<file path="src/rtl/fpu_pkg.sv">
// ---------------------------------------------------------------------------
// fpu_pkg
// Types and constants shared by the FPU adder arbiter and its sub-modules.
//   fpu_state_t : adder status code that travels with every result
//   fpu_tag_t   : {valid, id} entry of the tag pipeline
//   FP32_*      : single-precision field widths
// ---------------------------------------------------------------------------
package fpu_pkg;

  localparam int FP32_EXP_W = 8;
  localparam int FP32_MAN_W = 23;
  localparam int FP32_W     = 1 + FP32_EXP_W + FP32_MAN_W;

  // Default requester count; the tag id field is sized from it, so a top
  // instantiated with a different N_REQ must keep ID_W equal to TAG_ID_W.
  localparam int N_REQ_DEF = 4;
  localparam int TAG_ID_W  = $clog2(N_REQ_DEF);

  typedef enum logic [1:0] {
    OK  = 2'b00,
    NAN = 2'b01,
    INF = 2'b10,
    NUL = 2'b11
  } fpu_state_t;

  typedef struct packed {
    logic                valid;
    logic [TAG_ID_W-1:0] id;
  } fpu_tag_t;

endpackage

</file>
<file path="src/rtl/rr_arbiter.sv">
// ---------------------------------------------------------------------------
// rr_arbiter
// N-wide round-robin priority picker. The search for a winner starts at the
// pointer and wraps; the pointer moves to one past the winner after a grant.
// Ports:
//   clk, rst  : clock, synchronous active-high reset (pointer -> 0)
//   i_req     : raw requests
//   i_mask    : per-requester enable (a request only counts when masked in)
//   o_grant   : one-hot grant, or zero when nothing is eligible
//   o_gid     : index of the granted requester (0 when no grant)
//   o_any     : a grant is being given this cycle
// ---------------------------------------------------------------------------
module rr_arbiter #(
  parameter int N    = 4,
  parameter int ID_W = $clog2(N)
) (
  input  logic            clk,
  input  logic            rst,
  input  logic [N-1:0]    i_req,
  input  logic [N-1:0]    i_mask,
  output logic [N-1:0]    o_grant,
  output logic [ID_W-1:0] o_gid,
  output logic            o_any
);

  logic [ID_W-1:0] r_ptr;
  logic [N-1:0]    w_elig;
  logic [N-1:0]    w_grant;
  logic [ID_W-1:0] w_gid;
  logic            w_any;

  assign w_elig = i_req & i_mask;

  // Walk the requesters in priority order starting at the pointer; the
  // first eligible one wins.
  always_comb begin
    logic [ID_W-1:0] w_idx;
    w_grant = '0;
    w_gid   = '0;
    w_any   = 1'b0;
    w_idx   = '0;
    for (int k = 0; k < N; k++) begin
      w_idx = ID_W'((int'(r_ptr) + k) % N);
      if (!w_any && w_elig[w_idx]) begin
        w_grant[w_idx] = 1'b1;
        w_gid          = w_idx;
        w_any          = 1'b1;
      end
    end
  end

  always_ff @(posedge clk) begin
    if (rst) begin
      r_ptr <= '0;
    end else if (w_any) begin
      r_ptr <= (int'(w_gid) == N - 1) ? '0 : w_gid + ID_W'(1);
    end
  end

  assign o_grant = w_grant;
  assign o_gid   = w_gid;
  assign o_any   = w_any;

endmodule

</file>
<file path="src/rtl/fpu_add_arbiter.sv">
// ---------------------------------------------------------------------------
// fpu_add_arbiter
// Shares one pipelined floating-point adder among N_REQ requesters. A
// round-robin picker, gated by per-requester credit counters, selects one
// operation per cycle; a tag pipeline as deep as the adder carries the
// requester id alongside the operation and steers the result back.
// No arithmetic is done here.
// Ports:
//   clk, rst              : clock, synchronous active-high reset
//   req_vld/req_a/req_b   : per-requester request and operands (packed, i*32)
//   req_rdy               : per-requester grant
//   fpu_a/fpu_b           : registered operands to the adder
//   fpu_arg_vld           : issue strobe to the adder
//   fpu_result/fpu_state  : adder result and status
//   fpu_res_vld           : adder result valid, LATENCY cycles after issue
//   rsp_vld/rsp_id        : response strobe and owning requester
//   rsp_result/rsp_state  : registered copy of the adder result/status
//   busy                  : some requester has an operation in flight
//   err_sync              : sticky flag, adder result and tag disagreed
//
// Handshake: a request transfers in a cycle where req_vld[i] and req_rdy[i]
// are both high; req_rdy[i] depends combinationally on req_vld and is high
// for at most one requester. Responses have no ready: rsp_vld is a one-cycle
// strobe that the requester must take.
// ---------------------------------------------------------------------------
module fpu_add_arbiter
  import fpu_pkg::*;
#(
  parameter int N_REQ   = N_REQ_DEF,
  parameter int LATENCY = 6,
  parameter int MAX_OUT = 2,
  parameter int ID_W    = $clog2(N_REQ)
) (
  input  logic                    clk,
  input  logic                    rst,
  input  logic [N_REQ-1:0]        req_vld,
  input  logic [N_REQ*FP32_W-1:0] req_a,
  input  logic [N_REQ*FP32_W-1:0] req_b,
  output logic [N_REQ-1:0]        req_rdy,
  output logic [FP32_W-1:0]       fpu_a,
  output logic [FP32_W-1:0]       fpu_b,
  output logic                    fpu_arg_vld,
  input  logic [FP32_W-1:0]       fpu_result,
  input  logic [1:0]              fpu_state,
  input  logic                    fpu_res_vld,
  output logic                    rsp_vld,
  output logic [ID_W-1:0]         rsp_id,
  output logic [FP32_W-1:0]       rsp_result,
  output logic [1:0]              rsp_state,
  output logic                    busy,
  output logic                    err_sync
);

  localparam int CNT_W = $clog2(MAX_OUT + 1);

  logic [FP32_W-1:0] w_a [N_REQ];
  logic [FP32_W-1:0] w_b [N_REQ];
  logic [N_REQ-1:0]  w_credit_ok;
  logic [N_REQ-1:0]  w_grant;
  logic [N_REQ-1:0]  w_ret;
  logic [ID_W-1:0]   w_gid;
  logic              w_any;
  logic              w_busy;
  logic              w_rsp_take;
  fpu_tag_t          w_tag_out;

  logic [CNT_W-1:0]  r_cnt [N_REQ];
  logic [FP32_W-1:0] r_fpu_a;
  logic [FP32_W-1:0] r_fpu_b;
  fpu_tag_t          r_issue;
  fpu_tag_t          r_tag [LATENCY];
  logic              r_rsp_vld;
  logic [ID_W-1:0]   r_rsp_id;
  logic [FP32_W-1:0] r_rsp_result;
  fpu_state_t        r_rsp_state;
  logic              r_err;

  genvar g;
  generate
    for (g = 0; g < N_REQ; g++) begin : g_req
      assign w_a[g]         = req_a[g*FP32_W +: FP32_W];
      assign w_b[g]         = req_b[g*FP32_W +: FP32_W];
      assign w_credit_ok[g] = (r_cnt[g] < CNT_W'(MAX_OUT));
      // A tag leaving the pipeline returns its credit whether or not the
      // adder produced a matching result, so a lost result cannot leak it.
      assign w_ret[g]       = w_tag_out.valid && (w_tag_out.id == TAG_ID_W'(g));
    end
  endgenerate

  rr_arbiter #(
    .N    (N_REQ),
    .ID_W (ID_W)
  ) u_rr (
    .clk     (clk),
    .rst     (rst),
    .i_req   (req_vld),
    .i_mask  (w_credit_ok),
    .o_grant (w_grant),
    .o_gid   (w_gid),
    .o_any   (w_any)
  );

  assign req_rdy = w_grant;

  // Issue stage: operands are captured on a grant and held otherwise. The
  // issue tag travels with fpu_arg_vld and feeds the tag pipeline, so the
  // last stage lines up with the cycle the adder raises fpu_res_vld.
  always_ff @(posedge clk) begin
    if (rst) begin
      r_fpu_a <= '0;
      r_fpu_b <= '0;
      r_issue <= '0;
    end else begin
      r_issue.valid <= w_any;
      r_issue.id    <= w_gid;
      if (w_any) begin
        r_fpu_a <= w_a[w_gid];
        r_fpu_b <= w_b[w_gid];
      end
    end
  end

  always_ff @(posedge clk) begin
    if (rst) begin
      for (int i = 0; i < LATENCY; i++) r_tag[i] <= '0;
    end else begin
      r_tag[0] <= r_issue;
      for (int i = 1; i < LATENCY; i++) r_tag[i] <= r_tag[i-1];
    end
  end

  assign w_tag_out  = r_tag[LATENCY-1];
  assign w_rsp_take = w_tag_out.valid & fpu_res_vld;

  // A result without a tag, or a tag without a result, is dropped and
  // flagged; only the matched case produces a response.
  always_ff @(posedge clk) begin
    if (rst) begin
      r_rsp_vld    <= 1'b0;
      r_rsp_id     <= '0;
      r_rsp_result <= '0;
      r_rsp_state  <= OK;
      r_err        <= 1'b0;
    end else begin
      r_rsp_vld <= w_rsp_take;
      if (w_rsp_take) begin
        r_rsp_id     <= w_tag_out.id;
        r_rsp_result <= fpu_result;
        r_rsp_state  <= fpu_state_t'(fpu_state);
      end
      r_err <= r_err | (w_tag_out.valid ^ fpu_res_vld);
    end
  end

  // Grant and return for the same requester in one cycle cancel out.
  always_ff @(posedge clk) begin
    for (int i = 0; i < N_REQ; i++) begin
      if (rst) begin
        r_cnt[i] <= '0;
      end else begin
        r_cnt[i] <= r_cnt[i] + CNT_W'(w_grant[i]) - CNT_W'(w_ret[i]);
      end
    end
  end

  always_comb begin
    w_busy = 1'b0;
    for (int i = 0; i < N_REQ; i++) w_busy = w_busy | (r_cnt[i] != '0);
  end

  assign fpu_a       = r_fpu_a;
  assign fpu_b       = r_fpu_b;
  assign fpu_arg_vld = r_issue.valid;
  assign rsp_vld     = r_rsp_vld;
  assign rsp_id      = r_rsp_id;
  assign rsp_result  = r_rsp_result;
  assign rsp_state   = r_rsp_state;
  assign busy        = w_busy;
  assign err_sync    = r_err;

endmodule

</file>
<file path="config.mk">
export PLATFORM = sky130hd
export DESIGN_NAME = fpu_add_arbiter
export DESIGN_NICKNAME = d
export VERILOG_FILES = /design/src/rtl/fpu_pkg.sv /design/src/rtl/rr_arbiter.sv /design/src/rtl/fpu_add_arbiter.sv
export SDC_FILE = /design/constraint.sdc
export NUM_CORES = 1
export LEC_CHECK = 0
export CAP_MARGIN = 20
export CORE_MARGIN = 1
export CORE_UTILIZATION = 32
export DETAILED_ROUTE_END_ITERATION = 12
export GPL_TIMING_DRIVEN = 0
export PLACE_DENSITY = 0.69
export SYNTH_ARGS = -nofsm -noshare
export SYNTH_HDL_FRONTEND = slang
export SYNTH_SLANG_ARGS = --single-unit
</file>
<file path="constraint.sdc">
create_clock -name clk -period 6.75 [get_ports clk]
set_clock_uncertainty 0.15 [all_clocks]
set_input_delay 1.35 -clock clk [delete_from_list [all_inputs] [get_ports clk]]
set_output_delay 1.35 -clock clk [all_outputs]
set_load 0.02 [all_outputs]
</file>
# Word level (Yosys, flattened, before mapping)
# Memories as Yosys holds them, arrays and structs flattened.
# Cells that the tools add are included.
dict set report classes {
  n_eq_ne 4
  addsub 12
  bitwise 21
  n_mux 48
  order_cmp 13
  n_reduce_logical 19
}
# op n
set op_table {}
lappend op_table {{32-bit binary-select mux with 2-bit select} 2}
lappend op_table {{32-bit 2-to-1 mux} 4}
lappend op_table {{2-bit 2-to-1 mux} 9}
lappend op_table {{3-bit 2-to-1 mux} 6}
lappend op_table {{4-bit 2-to-1 mux} 4}
lappend op_table {{1-bit 2-to-1 mux} 15}
lappend op_table {{1-bit OR} 14}
lappend op_table {{2-bit by 3-bit less-than comparator with 1-bit output (second input constant)} 4}
lappend op_table {{4-bit OR} 3}
lappend op_table {{1-bit logical AND} 11}
lappend op_table {{2-bit by 1-bit adder with 2-bit output} 4}
lappend op_table {{1-bit binary-select mux with 2-bit select} 4}
lappend op_table {{1-bit demux with 2-bit select} 4}
lappend op_table {{2-bit by 1-bit greater-or-equal comparator with 1-bit output (second input constant)} 4}
lappend op_table {{2-bit less-than comparator (second input constant)} 4}
lappend op_table {{2-bit nonzero test} 4}
lappend op_table {{2-bit by 1-bit subtractor with 2-bit output} 4}
lappend op_table {{2-bit by 1-bit adder with 2-bit output (second input constant)} 2}
lappend op_table {{2-bit adder (second input constant)} 2}
lappend op_table {{4-bit AND} 1}
lappend op_table {{2-bit by 1-bit == test with 1-bit output (second input constant)} 2}
lappend op_table {{2-bit == test (second input constant)} 2}
lappend op_table {{3-bit greater-or-equal comparator (second input constant)} 1}
lappend op_table {{1-bit logical NOT} 3}
lappend op_table {{other kinds (4)} 4}
dict set report word_totals {
  reg_bits 107
  n_memories 2
  output_inout_bits 108
  ram_bits 26
  elab_cells 129
}
# name depth word_bits rd rd_clocked_by_memory_dff write_ports line_no
set memory_table {}
lappend memory_table {r_tag 6 3 6 0 6 fpu_add_arbiter.sv:71} ;# fpu_tag_t r_tag [LATENCY];
lappend memory_table {r_cnt 4 2 4 0 4 fpu_add_arbiter.sv:67} ;# logic [CNT_W-1:0] r_cnt [N_REQ];

# Logic depth before layout (Yosys ltp)
dict set report depth {
  depth_word 18
  depth_mapped 16
  ltp_nobuf 12
}

# Hierarchy
# Synthesis repeated with hierarchy kept, for this count alone.
dict set report hier_totals {
  hier_cells 660
  area_unflattened_um2 7028.0
}
# mod seq_area_each_um2 cells_per_inst instances area_per_inst_um2
set by_module_without_submodules {}
lappend by_module_without_submodules {fpu_add_arbiter 2622.5 580 1 6363.6}
lappend by_module_without_submodules {rr_arbiter 40.0 80 1 664.4}

# Worst setup path before layout
# No wires, ideal clock.
dict set report synth_path {
  path_type {input port to output port}
  startpoint {input port req_vld[2]}
  endpoint {output port req_rdy[0]}
  arrival_ps 2685
  t_required_ps 5250
  path_buffers 0
  stages 6
  slack_ps 2565
  cell_sequence {nor2b_1 > a211oi_1 > a21boi_0 > a21o_1 > a22o_1 > a221o_1}
}
dict set report synth_via {
  elab_chain_len 13
  word_cells_on_any_way 25
  cone_classes {15 x mux; 4 x bitwise; 6 x reduce/logical}
}
# item line_no
set synth_lines {}
lappend synth_lines {{start: declaration} fpu_add_arbiter.sv:36} ;# input logic [N_REQ-1:0] req_vld,
lappend synth_lines {{4-bit AND *} rr_arbiter.sv:32} ;# assign w_elig = i_req & i_mask;
lappend synth_lines {{1-bit binary-select mux with 2-bit select} rr_arbiter.sv:44} ;# if (!w_any && w_elig[w_idx]) begin
lappend synth_lines {{1-bit 2-to-1 mux (not written as such)} rr_arbiter.sv:44}
lappend synth_lines {{1-bit 2-to-1 mux} rr_arbiter.sv:44}
lappend synth_lines {{1-bit logical NOT} rr_arbiter.sv:44}
lappend synth_lines {{1-bit logical AND} rr_arbiter.sv:44}
lappend synth_lines {{1-bit 2-to-1 mux} rr_arbiter.sv:44}
lappend synth_lines {{1-bit logical NOT} rr_arbiter.sv:44}
lappend synth_lines {{1-bit logical AND} rr_arbiter.sv:44}
lappend synth_lines {{1-bit 2-to-1 mux} rr_arbiter.sv:44}
lappend synth_lines {{1-bit logical NOT} rr_arbiter.sv:44}
lappend synth_lines {{1-bit logical AND} rr_arbiter.sv:44}
lappend synth_lines {{4-bit 2-to-1 mux *} rr_arbiter.sv:44}
lappend synth_lines {{end: declaration} fpu_add_arbiter.sv:39} ;# output logic [N_REQ-1:0] req_rdy,
# Mark *: on every way between the ends. The rest lies on a longest branch, timed or not. The select of a mux whose other input is x is not followed.

# Final worst setup path
dict set report layout_path {
  startpoint {input port req_vld[2]}
  endpoint {output port req_rdy[3]}
}
# Same word-level chain as after synthesis.

==> impl_metrics.tcl <==
set metrics [dict create \
    endpoint "req_rdy[3]" \
    path_cells "clkdlybuf4s50_1 -> nor2b_1 -> a211oi_1 -> a21boi_0 -> a21o_1 -> a22o_1 -> a221o_1 -> clkdlybuf4s50_1" \
    fin_setup_tns_ns 0 \
    grt.overflow.total 0 \
    pre_cts_ws_ns 1.39 \
    arrival_ns 3.86 \
    vias 9237 \
    num_antenna_cells 0 \
    grt_antenna_before_repair 0 \
    grt_pass1_vias 9270 \
    r2r_slack_ns 2.93 \
    rows 58 \
    period_needed_ns 5.36 \
    fmax_mhz 186 \
    crit_path_frequent_cell "clkdlybuf4s50_1" \
    grt_max_degree 17 \
    worst_pin_slew_ns 0.909 \
    h-tree-depth 4 \
    path_clk_slew_ns 0.06 \
    required_ns 5.25 \
    place_congestion 0.984 \
    design.die.area_sq_um 26100 \
    power_density_nw_per_um2 351 \
    critical_path.slowest_cell "clkdlybuf4s50_1" \
    irDropWorstVdd_mv 0.163 \
    hold_buffers 0 \
    ys.flop_type "dfxtp_1" \
    nNetsFinal 1708 \
    hold_viol_final 0 \
    worstReg2RegStart "u_rr.r_ptr[0]" \
    route.detailed.drc 0 \
    yosys_warnings 0 \
    ys_ff_latch 133 \
    first_iter_violations 571 \
    route.antenna.remaining_nets 0 \
    hpwl_microns 27900 \
    post-route-period-util_pct 79.4 \
    path_delay_family "compound AO/OA/AOI/OAI gates" \
    numCtsBuffers 17 \
    syn_inst 971 \
    via_per_inst 5.32 \
    cts_tree "built" \
    design.core.area_sq_um 25100 \
    synth_edf_count 0 \
    clockBufferDepth 2 \
    die_x_microns 162 \
    whs_ns 0.288 \
    totalWireLength_microns 35800 \
    crit_type "input pin to output port" \
    worstPathMaxFanout 4 \
    root_buffer "clkbuf_16" \
    cts_setup_buffers 0 \
    slew_violations 0 \
    setup_slack_ns 1.39 \
    place_area_sq_um 12600 \
    synthArstFlopShare_pct 0 \
    r2r_end "u_rr.r_ptr[1]" \
    insertion_delay_ns 0.42 \
    end_kind "output port" \
    r2r_cells 15 \
    clkSinkCount 133 \
    synth.yosys.seq_area_share_pct 32.6 \
    final_common_cell "clkdlybuf4s50_1" \
    cp.depth 8 \
    die_h_microns 162 \
    postSynthAreaPerCell_sq_um 8.40 \
    grt_pass1_wl_microns 53100 \
    syn_area_sq_um 8160 \
    leakagePower_nw 5.14 \
    wl_per_cell_microns 20.6 \
    syn_to_final_growth_pct 62.2 \
    portBuffers 403 \
    grt_usage_pct 26.7 \
    postCtsResizedCells 0 \
    final_cell_mix "403 x clkdlybuf4s50_1, 133 x dfxtp_1, 130 x and3_1" \
    status "finished clean" \
    synth_nets 1286 \
    rsz0062_at_grt "false" \
    initial_core_util_pct 32.5 \
    design_area_sq_um 13200 \
    cap_violations 0 \
    worst-path-buf-inv 2 \
    drive_gt1_share_pct 6.26 \
    netlist-cell-type-count 39 \
    hp-class "register to register" \
    worstSetupStartpointType "input pin" \
    relSlewSlack_pct 39.2 \
    slowest_delay_ns 0.64 \
    setup_violations 0 \
    crit_start "req_vld[2]" \
    io-pin-count 405 \
    drtPass1Iterations 5 \
]
==> cells in the mapped netlist, types with 7 or more instances <==
| library cell | number | area [sq um] |
|---|---|---|
| dfxtp_1 | 133 | 2660 |
| and3_1 | 130 | 813 |
| a21boi_0 | 119 | 893 |
| clkbuf_1 | 89 | 334 |
| nand2_1 | 72 | 270 |
| o21ai_0 | 68 | 340 |
| o221ai_1 | 64 | 561 |
| nor2_1 | 53 | 199 |
| o211ai_2 | 38 | 475 |
| mux2i_1 | 36 | 360 |
| nor2b_1 | 28 | 175 |
| o211ai_1 | 26 | 195 |
| ha_1 | 18 | 225 |
| buf_2 | 11 | 55.1 |
| inv_1 | 11 | 41.3 |
| a21boi_1 | 10 | 75.1 |
| buf_1 | 7 | 26.3 |
==> area by class of cell <==
type / count / area [sq um]
Fill cell: 2421 / 11900
Multi-Input combinational cell: 715 / 4980
Timing Repair Buffer: 403 / 4030
Sequential cell: 133 / 2660
Buffer: 112 / 472
Clock buffer: 17 / 425
Tap cell: 330 / 413
Clock inverter: 15 / 200
Inverter: 11 / 41.3
==> worst reg2reg max path, cell delays in order (launching register included) <==
cell	delay, ns
dfxtp_1	0.45
buf_2	0.25
inv_1	0.17
ha_1	0.39
buf_2	0.22
nor3b_1	0.08
a211oi_1	0.42
a21boi_0	0.32
nor3_1	0.14
or2_1	0.29
buf_6	0.18
buf_6	0.16
inv_1	0.06
ha_1	0.22
a21oi_1	0.13
nor2_1	0.05
==> cells by family after synthesis <==
family	synth area share [%]
and+or+nand+nor	19.7
xor gates and xnor gates	0.859
muxes	4.69
AOI/OAI and AO/OA	33.0
DFF	32.6
adders and majority gates	2.76
buffers and inverters	6.29
==> worst min path at each step <==
stage | slack, ns | end | from | cells past startpoint
2_1_floorplan | 0.26 | r_tag[0][0] | r_issue[0] | 1
3_3_place_gp | 0.27 | r_tag[4][1] | r_tag[3][1] | 1
3_5_place_dp | 0.27 | r_tag[1][2] | r_tag[0][2] | 1
4_1_cts | 0.29 | r_tag[2][1] | r_tag[1][1] | 1
5_1_grt | 0.30 | r_tag[4][1] | r_tag[3][1] | 1
6_report | 0.29 | r_tag[2][1] | r_tag[1][1] | 1
==> metal layers <==
layer	GRT usage [%]	share of wire, %	up-vias
met4	10.4	3.2	0
met1	31.0	40	4343
met3	5.64	6.9	64
met5	0	0	-
li1	-	-	4435
met2	47.7	50	395
==> flip-flops by register name, summed over array words and instances, names as in the netlist, 2 cells and up <==
| register | count |
|---|---|
| u_rr.r_ptr | 2 |
| rsp_id | 2 |
| rsp_result | 32 |
| fpu_a | 32 |
| r_tag | 18 |
| r_cnt | 8 |
| rsp_state | 2 |
| fpu_b | 32 |
| r_issue | 2 |
==> power by group <==
part           internal, mW  switching, mW
registers             0.960          0.105
logic                  1.06           1.52
clock network         0.569          0.429
total                  2.59           2.06
==> stage by stage <==
| step | cells | utilization [%] | total power [mW] |
|---|---|---|---|
| after floorplan | 971 | - | 2.60 |
| after global placement | 1704 | 50.2 | 3.62 |
| after detailed placement | 1704 | 50.2 | 3.64 |
| after CTS | 1736 | 52.7 | 4.66 |
| after global routing | 1736 | 52.7 | 4.93 |
| final | 1736 | 52.7 | 4.65 |
Note: power is estimated with default switching activity, not from simulation.
